===== config.mk =====
export PLATFORM = sky130hd
export DESIGN_NAME = button_conditioner_flat
export DESIGN_NICKNAME = d
export VERILOG_FILES = /design/src/rtl/button_conditioner_pkg.sv /design/src/rtl/button_conditioner_if.sv /design/src/rtl/button_channel.sv /design/src/rtl/button_conditioner.sv /design/src/flat_wrapper.sv
export SDC_FILE = /design/constraint.sdc
export NUM_CORES = 1
export LEC_CHECK = 0
export ABC_AREA = 1
export ABC_CLOCK_PERIOD_IN_PS = 1500
export CAP_MARGIN = 5
export CELL_PAD_IN_SITES_DETAIL_PLACEMENT = 1
export CELL_PAD_IN_SITES_GLOBAL_PLACEMENT = 2
export CORE_MARGIN = 4
export CORE_UTILIZATION = 31
export DETAILED_ROUTE_END_ITERATION = 10
export GPL_TIMING_DRIVEN = 0
export PLACE_DENSITY = 0.85
export RECOVER_POWER = 50
export REMOVE_ABC_BUFFERS = 1
export SLEW_MARGIN = 15
export SYNTH_ARGS = -nofsm -noshare
export SYNTH_HDL_FRONTEND = slang
export SYNTH_SLANG_ARGS = --single-unit

===== constraint.sdc =====
create_clock -name clk -period 1.5 [get_ports clk]
set_input_delay 0.3 -clock clk [delete_from_list [all_inputs] [get_ports clk]]
set_output_delay 0.3 -clock clk [all_outputs]
set_load 0.02 [all_outputs]

===== src/rtl/button_conditioner_pkg.sv =====
// Shared game package: state enums and default constants used by the
// game-state logic and by the push-button conditioner.
package button_conditioner_pkg;

    localparam int NUM_BTN_DEFAULT         = 5;
    localparam int DEBOUNCE_CYCLES_DEFAULT = 100000;

    // Top-level game flow, driven by the conditioned start/pause button.
    typedef enum logic [1:0] {
        GAME_IDLE,
        GAME_RUNNING,
        GAME_PAUSED,
        GAME_OVER
    } GAME_STATE;

    // Per-button debounce state.
    typedef enum logic [1:0] {
        RELEASED,
        ARMING,
        HELD,
        DISARMING
    } BTN_STATE;

    // A button counts as down once accepted, including while a release is
    // still being debounced.
    function automatic logic is_pressed(input BTN_STATE s);
        return (s == HELD) || (s == DISARMING);
    endfunction

endpackage


===== src/rtl/button_conditioner_if.sv =====
// Button bus: raw pad inputs in, debounced levels and press pulses out.
interface button_conditioner_if
    import button_conditioner_pkg::*;
#(
    parameter int NUM_BTN = NUM_BTN_DEFAULT
);

    logic [NUM_BTN-1:0] btn_raw;
    logic [NUM_BTN-1:0] btn_level;
    logic [NUM_BTN-1:0] btn_pulse;
    logic               any_pulse;

    modport master (
        output btn_raw,
        input  btn_level,
        input  btn_pulse,
        input  any_pulse
    );

    modport slave (
        input  btn_raw,
        output btn_level,
        output btn_pulse,
        output any_pulse
    );

endinterface


===== src/rtl/button_channel.sv =====
// One push-button channel: two-flop synchronizer, debounce FSM with a
// saturating counter, and registered level / single-press pulse outputs.
module button_channel
    import button_conditioner_pkg::*;
#(
    parameter int DEBOUNCE_CYCLES = DEBOUNCE_CYCLES_DEFAULT,
    parameter int CNT_W           = $clog2(DEBOUNCE_CYCLES)
) (
    input  logic clk,
    input  logic rst,
    input  logic raw,
    output logic level,
    output logic pulse
);

    localparam logic [CNT_W-1:0] CNT_LAST = CNT_W'(DEBOUNCE_CYCLES - 1);

    logic [1:0]       sync_ff;
    logic             sync;
    BTN_STATE         state;
    logic [CNT_W-1:0] cnt;
    logic             just_armed;

    assign sync = sync_ff[1];

    // Bring the asynchronous pad into the clock domain; only the second flop feeds the FSM.
    always_ff @(posedge clk) begin
        if (rst) begin
            sync_ff <= 2'b00;
        end else begin
            sync_ff <= {sync_ff[0], raw};
        end
    end

    // Debounce FSM; level and pulse are registered one cycle behind the state so a fresh press pulses exactly once.
    always_ff @(posedge clk) begin
        if (rst) begin
            state      <= RELEASED;
            cnt        <= '0;
            just_armed <= 1'b0;
            level      <= 1'b0;
            pulse      <= 1'b0;
        end else begin
            level      <= is_pressed(state);
            pulse      <= just_armed;
            just_armed <= 1'b0;
            case (state)
                RELEASED: begin
                    if (sync) begin
                        state <= ARMING;
                        cnt   <= '0;
                    end
                end
                ARMING: begin
                    if (!sync) begin
                        state <= RELEASED;
                    end else if (cnt == CNT_LAST) begin
                        state      <= HELD;
                        just_armed <= 1'b1;
                    end else begin
                        cnt <= cnt + 1'b1;
                    end
                end
                HELD: begin
                    if (!sync) begin
                        state <= DISARMING;
                        cnt   <= '0;
                    end
                end
                DISARMING: begin
                    if (sync) begin
                        state <= HELD;
                    end else if (cnt == CNT_LAST) begin
                        state <= RELEASED;
                    end else begin
                        cnt <= cnt + 1'b1;
                    end
                end
                default: begin
                    state <= RELEASED;
                    cnt   <= '0;
                end
            endcase
        end
    end

endmodule


===== src/rtl/button_conditioner.sv =====
// Push-button conditioner: NUM_BTN independent debounced channels plus a
// combined press pulse for the game-state FSM.
module button_conditioner
    import button_conditioner_pkg::*;
#(
    parameter int NUM_BTN         = NUM_BTN_DEFAULT,
    parameter int DEBOUNCE_CYCLES = DEBOUNCE_CYCLES_DEFAULT,
    parameter int CNT_W           = $clog2(DEBOUNCE_CYCLES)
) (
    input  logic                 clk,
    input  logic                 rst,
    button_conditioner_if.slave  bus
);

    logic [NUM_BTN-1:0] level_vec;
    logic [NUM_BTN-1:0] pulse_vec;

    for (genvar i = 0; i < NUM_BTN; i++) begin : g_channel
        button_channel #(
            .DEBOUNCE_CYCLES (DEBOUNCE_CYCLES),
            .CNT_W           (CNT_W)
        ) u_channel (
            .clk   (clk),
            .rst   (rst),
            .raw   (bus.btn_raw[i]),
            .level (level_vec[i]),
            .pulse (pulse_vec[i])
        );
    end

    assign bus.btn_level = level_vec;
    assign bus.btn_pulse = pulse_vec;
    assign bus.any_pulse = |pulse_vec;

endmodule


===== src/flat_wrapper.sv =====
// flat-port wrapper written by rule: the top's interface ports become plain ports
module button_conditioner_flat import button_conditioner_pkg::*;
#(
    parameter int NUM_BTN         = NUM_BTN_DEFAULT,
    parameter int DEBOUNCE_CYCLES = DEBOUNCE_CYCLES_DEFAULT,
    parameter int CNT_W           = $clog2(DEBOUNCE_CYCLES)
)
  (clk, rst, bus_btn_raw, bus_btn_level, bus_btn_pulse, bus_any_pulse);
  button_conditioner_if #(.NUM_BTN(NUM_BTN)) bus_i ();
  input  logic clk;
  input  logic rst;
  input wire logic [$bits(bus_i.btn_raw)-1:0] bus_btn_raw;
  output wire logic [$bits(bus_i.btn_level)-1:0] bus_btn_level;
  output wire logic [$bits(bus_i.btn_pulse)-1:0] bus_btn_pulse;
  output wire logic [$bits(bus_i.any_pulse)-1:0] bus_any_pulse;
  assign bus_i.btn_raw = bus_btn_raw;
  assign bus_btn_level = bus_i.btn_level;
  assign bus_btn_pulse = bus_i.btn_pulse;
  assign bus_any_pulse = bus_i.any_pulse;
  button_conditioner #(.NUM_BTN(NUM_BTN), .DEBOUNCE_CYCLES(DEBOUNCE_CYCLES), .CNT_W(CNT_W)) u_core (.clk(clk), .rst(rst), .bus(bus_i));
endmodule

==> key figures, run 1 <==
Status
  – Status: complete, but fails checks
  – Failing checks: setup timing

Timing
  – Post-route minimum period: 1.54 ns
  – Worst slew pin tran: roughly 0.44 ns
  – Worst slew margin: 70.5%
  – Max frequency: approximately 650 MHz
  – Post-Route Setup TNS: -0.142 ns
  – Final critical-path share of the clock period: 102%
  – Final Hold Viols: 0
  – Fin Clk Skew: about 0.0083 ns
  – Setup WS post-layout: -0.0363 ns
  – RSZ-0062 raised after global routing: true
  – Slew Limit Fails: 0
  – # setup viols final: 6

Cells and area
  – Multi-input gate area: approximately 4000 um^2
  – Layout cell share with drive strength beyond 1: 29.1%
  – Diodes inserted: 0
  – # fillers: 2506
  – Area grow syn2layout: 40.3%
  – Final Core Density: approximately 44%
  – Nets@finish: 1080
  – FF/Latch Area: 2470 um^2

Die
  – Site Rows: 52
  – Die ar.: roughly 23000 um^2
  – Num ports: 18
  – Core Box Area: about 20000 um^2
  – Die extent in y: around 150 um
  – Die width: ~150 um
  – Initial core utilization: between 30% and 40%

Worst setup path
  – Max incr delay on CP: roughly 0.41 ns
  – R2r endpoint: u_core.g_channel[4].u_channel.cnt[4]
  – Crit Path Class: flip-flop to flip-flop
  – Slowest-stage cell, CP: dfxtp_1
  – R2R setup slack: -0.04 ns
  – Crit-path max FO: 6
  – Reg2reg start: u_core.g_channel[4].u_channel.cnt[7]
  – Critical path depth in cells: 7
  – CP top delay family: simple AND/OR/NAND/NOR gates
  – Crit. Startpoint: u_core.g_channel[4].u_channel.cnt[7]
  – CP required: between 1.5 and 2 ns
  – CP endpoint: u_core.g_channel[4].u_channel.cnt[4]
  – CP arrival: 1.87 ns
  – Worst r2r path cells: 7
  – Worst Setup Start Kind: flip-flop
  – CP bufs+invs: 1
  – Critical path cell sequence: nand2_1 -> nor3_2 -> nand3_4 -> nand2_8 -> buf_12 -> nand3_1 -> a21oi_1
  – CP Capture Type: flip-flop

GRT
  – Initial antenna violation count: 0
  – Total track usage: ~16%
  – First-pass GRT wire length: between 30000 and 40000 um
  – Largest net degree at the start of global routing: 63
  – Vias in the first global route: around 6400
  – Grt ovf: 0

Power and ir drop
  – Static Leak: about 3.6 nW
  – Worst vdd ir: around 0.6 mV
  – Pwr dens: 918 nW/um^2
  – Total chip power: between 8 and 9 mW

Clock tree
  – CTS Buf Count: 17
  – TritonCTS clock tree: done
  – CTS Hold Bufs: 0
  – Clock root cell: clkbuf_16
  – Num Clock Sinks: 120
  – CTS clk-pin slew, worst paths: approximately 0.050 ns
  – Worst-Skew Late Latency: 0.42 ns
  – Htree depth: 4
  – Maximum root-to-sink buffer count: 2

Yosys
  – Most frequent cell after synthesis: nand2_1
  – Distinct cells, synth: 37
  – Largest area contributor in the netlist: dfxtp_1
  – Post-synthesis sequential area ratio: 38.0%
  – Post-synth top cells: nand2_1, nor2_1, inv_1
  – Syn avg cell area: 6.40 um^2
  – Async set-or-reset flop fraction in the synthesized netlist: 0%
  – Synthesized flop and latch total: 120
  – Top_reg_cell synth: dfxtp_1
  – YS warnings: 0
  – Area of the mapped netlist: approximately 6300 um^2
  – Mapped Cells: approximately 990
  – Synth top area share: 38.0%
  – Post-synth EDFFs: 0
  – Largest cells by area after synthesis: dfxtp_1, nand2_1, nor2_1

Run
  – Total of max-cap violations: 0

Placement
  – Routability-driven placement congestion ratio: ~0.76
  – Post-DP HPWL: about 11000 um
  – I/O Buffers: 17

Route
  – Via/cell ratio: roughly 4.7
  – Final WL: between 15000 and 20000 um
  – Initial DRC Count: about 230
  – DR vias: roughly 6300
  – Wirelength per Cell: around 14 um
  – DRC Markers: 0
  – Drt pass-1 iters: 4
  – Post-route ant nets: 0

Worst hold path
  – Type of the most critical hold path: input port to flip-flop
==> report_power, final <==
group | switching, mW | leakage (nW) | internal, mW
sequential | 0.0203 | 0.992 | 3.20
combinational | 0.200 | 2.33 | 0.102
clock | 1.52 | 0.324 | 3.12
total | 1.74 | 3.65 | 6.42
==> through the flow <==
stage                     hold slack, ns  std cells  instance area [um^2]  setup WS (ns)
after floorplan                    0.369        960                  6130         -0.320
after global placement             0.395       1247                  6640          -3.34
after detailed placement           0.399       1247                  6640          -1.03
after CTS                          0.270       1325                  8100        -0.0153
after global routing               0.215       1351                  8880         -0.130
final                              0.216       1351                  8880        -0.0363
==> flip-flops by register name, summed over array words and instances (netlist names), named ones only <==
register	cells
u_core.g_channel.u_channel.cnt	85
u_core.g_channel.u_channel.just_armed	5
u_core.g_channel.u_channel.level	5
u_core.g_channel.u_channel.pulse	5
u_core.g_channel.u_channel.state	5
u_core.g_channel.u_channel.sync_ff	10
==> logic make-up (layout without fill, tap and decap cells) <==
family	after synthesis	after routing	synth area share [%]
AO/OA/AOI/OAI	58	58	4.76
adder cells (fa/ha/maj)	5	5	0.989
XOR/XNOR	25	25	3.82
AND/OR/NAND/NOR	609	616	40.9
buffers and inverters	172	257	11.5
flip-flops	120	120	38.0
==> cell type report <==
type / count / area share (%)
clock inverters: 8 / 1.86
flip-flops and latches: 120 / 27.8
repair inverters: 2 / 0.0986
repair buffers: 80 / 8.64
multi-input cells: 704 / 45.9
well taps: 270 / 3.80
inverters: 143 / 6.35
clock buffers: 24 / 5.54
==> layer usage <==
layer | GRT usage (%) | up-vias | part of all wire (%)
li1 | - | 3222 | -
met4 | 4.53 | 0 | 1.4
met5 | 0 | - | 0
met2 | 29.0 | 50 | 52
met1 | 20.2 | 3023 | 45
met3 | 3.77 | 19 | 2.1
==> cells in the final DEF, fill, tap and decap left out, types with 10 or more instances in the layout <==
| master | count |
|---|---|
| buf_6 | 15 |
| dlygate4sd2_1 | 10 |
| nand2_4 | 18 |
| buf_4 | 43 |
| xor2_1 | 13 |
| nor2_2 | 21 |
| nand2_1 | 221 |
| dfxtp_1 | 80 |
| inv_1 | 125 |
| nand3_1 | 57 |
| a21oi_1 | 35 |
| dfxtp_2 | 32 |
| clkbuf_16 | 18 |
| nand2_2 | 30 |
| nor2_4 | 26 |
| nand3_2 | 21 |
| nor3_1 | 12 |
| nand4_1 | 22 |
| inv_2 | 12 |
| nor2_1 | 153 |
==> worst min-delay path by stage <==
stage / from / end / slack (ns) / cells past startpoint
finish: rst / u_core.g_channel[4].u_channel.sync_ff[0] / 0.22 / 2
global route: rst / u_core.g_channel[4].u_channel.sync_ff[0] / 0.21 / 2
CTS: rst / u_core.g_channel[1].u_channel.sync_ff[0] / 0.27 / 2
detailed placement: u_core.g_channel[0].u_channel.sync_ff[0] / u_core.g_channel[0].u_channel.sync_ff[1] / 0.40 / 2
global placement: u_core.g_channel[1].u_channel.just_armed / u_core.g_channel[1].u_channel.pulse / 0.40 / 2
floorplan: rst / u_core.g_channel[0].u_channel.cnt[3] / 0.37 / 1
==> timing repair <==
item,CTS,global route
hold endpoints to repair,0,0
buffers inserted,38,22
resized for setup,121,183
pin swaps,24,57
setup endpoints to repair,104,95
gates cloned,8,4
Power figures use the tool's default switching activity.
==> inputs of run 2 (changes only) <==
--- a/config.mk
+++ b/config.mk
@@ -6,7 +6,7 @@
 export NUM_CORES = 1
 export LEC_CHECK = 0
 export ABC_AREA = 1
-export ABC_CLOCK_PERIOD_IN_PS = 1500
+export ABC_CLOCK_PERIOD_IN_PS = 1400
 export CAP_MARGIN = 5
 export CELL_PAD_IN_SITES_DETAIL_PLACEMENT = 1
 export CELL_PAD_IN_SITES_GLOBAL_PLACEMENT = 2
==> constraint.sdc (replaced) <==
create_clock -name clk -period 1.4 [get_ports clk]
set_input_delay 0.28 -clock clk [delete_from_list [all_inputs] [get_ports clk]]
set_output_delay 0.28 -clock clk [all_outputs]
set_load 0.02 [all_outputs]
==> key figures, run 2 (synthesis gave the netlist of run 1 again) <==
Timing
  – Worst slew pin tran: 0.610 ns (+0.170 ns)
  – Worst slew margin: 59.4% (-11 points)
  – # setup viols final: 92 (+86)
  – Max frequency: 611 MHz (-6.1%)
  – Final critical-path share of the clock period: 117% (+14 points)
  – RSZ-0062 raised after global routing: true
  – Post-Route Setup TNS: -8.16 ns (-8.02 ns)
  – Final Hold Viols: 0 (unchanged)
  – Post-route minimum period: 1.64 ns (+0.100 ns)
  – Slew Limit Fails: 0 (unchanged)
  – Setup WS post-layout: -0.237 ns (-0.200 ns)
  – Fin Clk Skew: 0.00918 ns (+0.000919 ns)

Worst setup path
  – CP bufs+invs: 2 (+1)
  – Worst Setup Start Kind: flip-flop
  – Slowest-stage cell, CP: dfxtp_2
  – CP top delay family: simple AND/OR/NAND/NOR gates
  – Critical path depth in cells: 12 (+5)
  – CP Capture Type: flip-flop
  – CP arrival: 1.95 ns (+0.08 ns)
  – CP endpoint: u_core.g_channel[2].u_channel.cnt[15]
  – Critical path cell sequence: ha_4 -> nand2_4 -> nor2_4 -> nand3_2 -> nor2_4 -> buf_6 -> nor2_4 -> buf_12 -> nand2_4 -> nand2_1 -> nand2_1 -> nor2_1
  – CP required: 1.71 ns (-0.13 ns)
  – Crit Path Class: flip-flop to flip-flop
  – R2R setup slack: -0.24 ns (-0.20 ns)
  – Worst r2r path cells: 12 (+5)
  – Crit. Startpoint: u_core.g_channel[2].u_channel.cnt[0]
  – R2r endpoint: u_core.g_channel[2].u_channel.cnt[15]
  – Most used cell, CP: nor2_4
  – Reg2reg start: u_core.g_channel[2].u_channel.cnt[0]
  – Max incr delay on CP: 0.36 ns (-0.05 ns)
  – Crit-path max FO: 5 (-1)

Die
  – Die width: 151 um (unchanged)
  – Core Box Area: 20200 um^2 (unchanged)
  – Num ports: 18 (unchanged)
  – Site Rows: 52 (unchanged)
  – Initial core utilization: 31.4% (unchanged)
  – Die ar.: 22800 um^2 (unchanged)
  – Die extent in y: 151 um (unchanged)

GRT
  – Grt ovf: 0 (unchanged)
  – Total track usage: 18.9% (+2.4 points)
  – Initial antenna violation count: 0 (unchanged)
  – First-pass GRT wire length: 34500 um (+13%)
  – Vias in the first global route: 6840 (+7.1%)
  – Largest net degree at the start of global routing: 63 (unchanged)

Cells and area
  – Largest registers: u_core.g_channel.u_channel.cnt x85, u_core.g_channel.u_channel.sync_ff x10
  – Layout cell share with drive strength beyond 1: 43.7% (+15 points)
  – Top reg by flops: u_core.g_channel.u_channel.cnt
  – Nets@finish: 1113 (+3.1%)
  – Area grow syn2layout: 57.7%
  – Max FFs per register: 85 (unchanged)
  – Commonest non-fill, non-tap cells in the layout: nand2_1, nor2_1, inv_1
  – Diodes inserted: 0 (unchanged)
  – Most common cell after layout, fill and taps aside: nand2_1

Clock tree
  – Worst-Skew Late Latency: 0.43 ns (about the same)
  – Maximum root-to-sink buffer count: 2 (unchanged)
  – TritonCTS clock tree: done
  – Htree depth: 4 (unchanged)
  – CTS clk-pin slew, worst paths: 0.05 ns (about the same)
  – Clock root cell: clkbuf_16
  – CTS Hold Bufs: 0 (unchanged)
  – Num Clock Sinks: 120 (unchanged)
  – CTS Buf Count: 17 (unchanged)

Route
  – Drt pass-1 iters: 4 (unchanged)
  – Initial DRC Count: 254 (+13%)
  – Final WL: 23900 um (+24%)
  – Post-route ant nets: 0 (unchanged)
  – Via/cell ratio: 4.87 (+4.2%)
  – DR vias: 6743 (+6.8%)
  – Wirelength per Cell: 17.3 um (+21%)
  – DRC Markers: 0 (unchanged)

Power and ir drop
  – Logic pwr share: 4.7% (+1.0 points)
  – Switching Power: 1.96 mW (+13%)
  – Seq pwr share: 38.9% (-0.6 points)
  – Clock group share of total power: 56.4% (-0.4 points)
  – Pwr dens: 888 nW/um^2 (-3.4%)
  – Sw Ratio: 22.1% (+0.78 points)
  – Worst vdd ir: 0.679 mV (+13%)
  – Static Leak: 4.17 nW (+14%)
  – Pint: 6.90 mW (+7.5%)

Placement
  – Post-DP HPWL: 10700 um (unchanged)
  – I/O Buffers: 17 (unchanged)
  – Routability-driven placement congestion ratio: 0.762 (unchanged)
  – Pre-CTS setup slack: -1.11 ns (-0.0800 ns)

Run
  – Total of max-cap violations: 0 (unchanged)

Status
  – Status: complete, but fails checks
  – Failing checks: setup timing

Worst hold path
  – Type of the most critical hold path: input port to flip-flop
  – Min-delay src: rst
[run 2: changes by cell type in the layout (fill, tap and decap cells not counted), moves of 18 or more]
cell     delta
nand2_4    +18
nand3_1    -19
buf_6      +19
nand2_2    +30
nand2_1    -52
a21oi_2    +26
a21oi_1    -26
[run 2: metrics by stage]
| stage | instance area, um^2 | hold slack [ns] | util [%] | cells | power (mW) |
|---|---|---|---|---|---|
| floorplan | 6130 | 0.349 | - | 960 | 3.63 |
| global placement | 6640 | 0.395 | 32.9 | 1247 | 3.74 |
| detailed placement | 6640 | 0.399 | 32.9 | 1247 | 3.74 |
| CTS | 8970 | 0.265 | 44.5 | 1360 | 8.85 |
| global route | 9980 | 0.279 | 49.5 | 1384 | 9.11 |
| finish | 9980 | 0.268 | 49.5 | 1384 | 8.86 |
[run 2: how the worst min path moves through the flow]
stage,end,slack [ns],depth (start not counted)
global placement,u_core.g_channel[1].u_channel.pulse,0.40,2
global route,u_core.g_channel[4].u_channel.sync_ff[0],0.28,2
CTS,u_core.g_channel[1].u_channel.sync_ff[0],0.27,2
floorplan,u_core.g_channel[0].u_channel.cnt[3],0.35,1
detailed placement,u_core.g_channel[0].u_channel.sync_ff[1],0.40,2
finish,u_core.g_channel[4].u_channel.sync_ff[0],0.27,2
[run 2: timing repair]
item,in CTS,in global routing
resized for setup,296,250
gates cloned,13,1
setup endpoints to repair,112,106
setup buffers,69,28
pin swaps,87,100
[run 2: area by class of cell]
type | instances | area, um^2
repair buffers | 112 | 1110
inverters | 143 | 567
clock buffers | 24 | 492
flip-flops and latches | 120 | 2500
multi-input cells | 704 | 4790
clock inverters | 8 | 165
fillers | 2415 | 10200
repair inverters | 3 | 27.5
well taps | 270 | 338
[run 2: power by group through the flow]
| stage | sequential (mW) | combinational (mW) | clock (mW) |
|---|---|---|---|
| after detailed placement | 3.53 | 0.208 | 0 |
| final | 3.44 | 0.418 | 5.00 |
| after floorplan | 3.52 | 0.109 | 0 |
| after global routing | 3.44 | 0.447 | 5.22 |
| after CTS | 3.45 | 0.346 | 5.05 |
| after global placement | 3.53 | 0.207 | 0 |
[run 2: routing by layer]
metal	up-vias	part of all wire [%]	global-route usage (%)
li1	3311	-	-
met1	3292	41	22.5
met2	89	54	34.3
met3	51	2.1	3.80
met4	0	2.9	5.39
met5	-	0	0
[run 2: worst reg2reg max path: stages, from the launching register on]
cell,delay [ns]
dfxtp_2,0.36
ha_4,0.16
nand2_4,0.06
nor2_4,0.11
nand3_2,0.11
nor2_4,0.16
buf_6,0.13
nor2_4,0.04
buf_12,0.15
nand2_4,0.05
nand2_1,0.06
nand2_1,0.08
nor2_1,0.06
==> inputs of run 3 (changes only) <==
--- a/config.mk
+++ b/config.mk
@@ -10,6 +10,7 @@
 export CAP_MARGIN = 5
 export CELL_PAD_IN_SITES_DETAIL_PLACEMENT = 1
 export CELL_PAD_IN_SITES_GLOBAL_PLACEMENT = 2
+export CORE_ASPECT_RATIO = 0.75
 export CORE_MARGIN = 4
 export CORE_UTILIZATION = 31
 export DETAILED_ROUTE_END_ITERATION = 10
==> key figures, run 3 (synthesis gave the netlist of run 1 again) <==
Worst hold path
  – Type of the most critical hold path: input port to flip-flop
  – Min-delay src: rst
  – Hold Path Sink: u_core.g_channel[1].u_channel.sync_ff[0]
  – Worst Hold Depth: 2 (unchanged)

Cells and area
  – Max FFs per register: 85 (unchanged)
  – Top reg by flops: u_core.g_channel.u_channel.cnt
  – Largest registers: u_core.g_channel.u_channel.cnt x85, u_core.g_channel.u_channel.sync_ff x10
  – Nets@finish: 1113 (unchanged)
  – # fillers: 2403 (-0.50%)
  – Most common cell after layout, fill and taps aside: nand2_1
  – Commonest non-fill, non-tap cells in the layout: nand2_1, nor2_1, inv_1
  – Fin area: 9760 um^2 (-2.2%)
  – Area grow syn2layout: 54.3%
  – Final Core Density: 49.5% (+0.052 points)
  – Diodes inserted: 0 (unchanged)
  – Layout cell share with drive strength beyond 1: 41.1% (-2.6 points)

Power and ir drop
  – Total chip power: 8.35 mW (-5.7%)
  – Static Leak: 3.84 nW (-7.9%)
  – Pwr dens: 855 nW/um^2 (-3.6%)
  – Worst vdd ir: 0.704 mV (+3.7%)

Clock tree
  – Htree depth: 4 (unchanged)
  – Worst-Skew Late Latency: 0.42 ns (about the same)
  – CTS Buf Count: 17 (unchanged)
  – CTS clk-pin slew, worst paths: 0.06 ns (about the same)
  – Clock root cell: clkbuf_16
  – Num Clock Sinks: 120 (unchanged)
  – TritonCTS clock tree: done
  – Maximum root-to-sink buffer count: 2 (unchanged)

GRT
  – Total track usage: 18.7% (-0.19 points)
  – Largest net degree at the start of global routing: 41 (-35%)
  – Initial antenna violation count: 0 (unchanged)
  – First-pass GRT wire length: 35500 um (+3.0%)
  – Grt ovf: 0 (unchanged)
  – Vias in the first global route: 6895 (+0.80%)

Timing
  – Setup WS post-layout: -0.234 ns (+0.00232 ns)
  – Worst slew margin: 63.9% (+4.6 points)
  – Post-route minimum period: 1.63 ns (-0.00232 ns)
  – Final Hold Slack: 0.193 ns (-0.0747 ns)
  – Max frequency: 612 MHz (+0.14%)
  – RSZ-0062 raised after global routing: true
  – Slew Limit Fails: 0 (unchanged)
  – Worst slew pin tran: 0.538 ns (-0.0714 ns)
  – Final critical-path share of the clock period: 117% (-0.17 points)
  – Fin Clk Skew: 0.00654 ns (-0.00264 ns)
  – Final Hold Viols: 0 (unchanged)
  – # setup viols final: 95 (+3.3%)

Run
  – Total of max-cap violations: 0 (unchanged)

Placement
  – Post-DP HPWL: 11600 um (+8.1%)
  – I/O Buffers: 17 (unchanged)
  – Area after DPL: 6640 um^2 (about the same)
  – Routability-driven placement congestion ratio: 0.766 (+0.51%)

Worst setup path
  – Worst r2r path cells: 8 (-4)
  – R2r endpoint: u_core.g_channel[4].u_channel.cnt[3]
  – Crit-path max FO: 6 (+1)
  – CP Capture Type: flip-flop
  – Worst Setup Start Kind: flip-flop
  – Crit Path Class: flip-flop to flip-flop
  – Reg2reg start: u_core.g_channel[4].u_channel.cnt[12]
  – CP arrival: 1.97 ns (+0.02 ns)
  – R2R setup slack: -0.23 ns (about the same)
  – CP required: 1.74 ns (+0.03 ns)

Route
  – Final WL: 25100 um (+4.9%)
  – DRC Markers: 0 (unchanged)
  – Via/cell ratio: 5.09 (+4.5%)
  – Post-route ant nets: 0 (unchanged)
  – DR vias: 6960 (+3.2%)
  – Wirelength per Cell: 18.3 um (+6.2%)
  – Initial DRC Count: 430 (+69%)
  – Drt pass-1 iters: 5 (+1)

Status
  – Status: complete, but fails checks
  – Failing checks: setup timing

Die
  – Die ar.: 22800 um^2 (+0.10%)
  – Core Box Area: 19700 um^2 (-2.3%)
  – Die width: 173 um (+15%)
  – Site Rows: 44 (-15%)
  – Num ports: 18 (unchanged)
  – Die extent in y: 132 um (-13%)
  – Initial core utilization: 32.1% (+0.73 points)
==> run 3: changes by cell type in the layout (fill, tap and decap cells not counted), moves of 4 or more <==
cell and change:
nand3_1 -8, inv_2 -5, a21oi_1 +5, nand2_2 -9, nand2_4 -20, nor2_2 -10
a21oi_2 -5, nand2_1 +29, nand3_2 +5, buf_6 -4, nor2_4 +9, nand3_4 +4
buf_4 +6
==> run 3: how the worst max path moves through the flow <==
stage / start / slack [ns] / endpoint
after global placement: rst / -3.30 / u_core.g_channel[0].u_channel.cnt[5]
final: u_core.g_channel[4].u_channel.cnt[12] / -0.23 / u_core.g_channel[4].u_channel.cnt[3]
after CTS: u_core.g_channel[3].u_channel.cnt[1] / -0.14 / u_core.g_channel[3].u_channel.cnt[15]
after detailed placement: rst / -0.98 / u_core.g_channel[0].u_channel.cnt[5]
after floorplan: u_core.g_channel[2].u_channel.cnt[0] / -0.42 / u_core.g_channel[2].u_channel.cnt[10]
after global routing: u_core.g_channel[3].u_channel.cnt[2] / -0.31 / u_core.g_channel[3].u_channel.cnt[15]
==> run 3: worst max-delay path, stage by stage, from the launching register on <==
cell and delay [ns]:
dfxtp_4 0.37, nor2_2 0.16, nand3_2 0.14, nor2_4 0.16
nand3_4 0.15, nand2_8 0.16, buf_8 0.15, nand3_4 0.07
a21oi_2 0.19
==> run 3: power breakdown <==
group / switching, mW / total, mW / internal, mW
registers: 0.0270 / 3.44 / 3.41
logic: 0.263 / 0.386 / 0.123
clock network: 1.69 / 4.53 / 2.84
total: 1.98 / 8.35 / 6.37
==> run 3: routing by layer <==
| layer | part of all wire [%] | vias up | global-route usage (%) |
|---|---|---|---|
| met1 | 44 | 3449 | 25.7 |
| met4 | 2.7 | 0 | 3.94 |
| met3 | 3.6 | 54 | 3.87 |
| li1 | - | 3301 | - |
| met2 | 50 | 156 | 30.6 |
| met5 | 0 | - | 0 |
==> run 3: area by class of cell <==
cell class / count / area [um^2] / area share, %
timing repair buffer: 111 / 1060 / 10.9
clock inverter: 12 / 150 / 1.54
multi-input combinational: 707 / 4710 / 48.3
clock buffer: 20 / 447 / 4.57
sequential: 120 / 2500 / 25.7
timing repair inverter: 1 / 5.00 / 0.0513
inverter: 143 / 564 / 5.78
tap: 253 / 317 / 3.24
==> run 3: stage by stage <==
stage                     std cells  setup WS, ns  setup TNS [ns]
after CTS                      1338        -0.139           -3.79
after global placement         1230         -3.30         -259.38
after global routing           1367        -0.307          -17.76
final                          1367        -0.234          -10.94
after detailed placement       1231        -0.980          -51.81
after floorplan                 960        -0.420           -7.32
==> run 3: timing repair <==
item / in CTS / in global routing
gates cloned: 13 / 0
setup endpoints to repair: 111 / 106
pin swaps: 88 / 103
resized for setup: 282 / 214
setup buffers: 62 / 32
hold buffers: 0 / 0
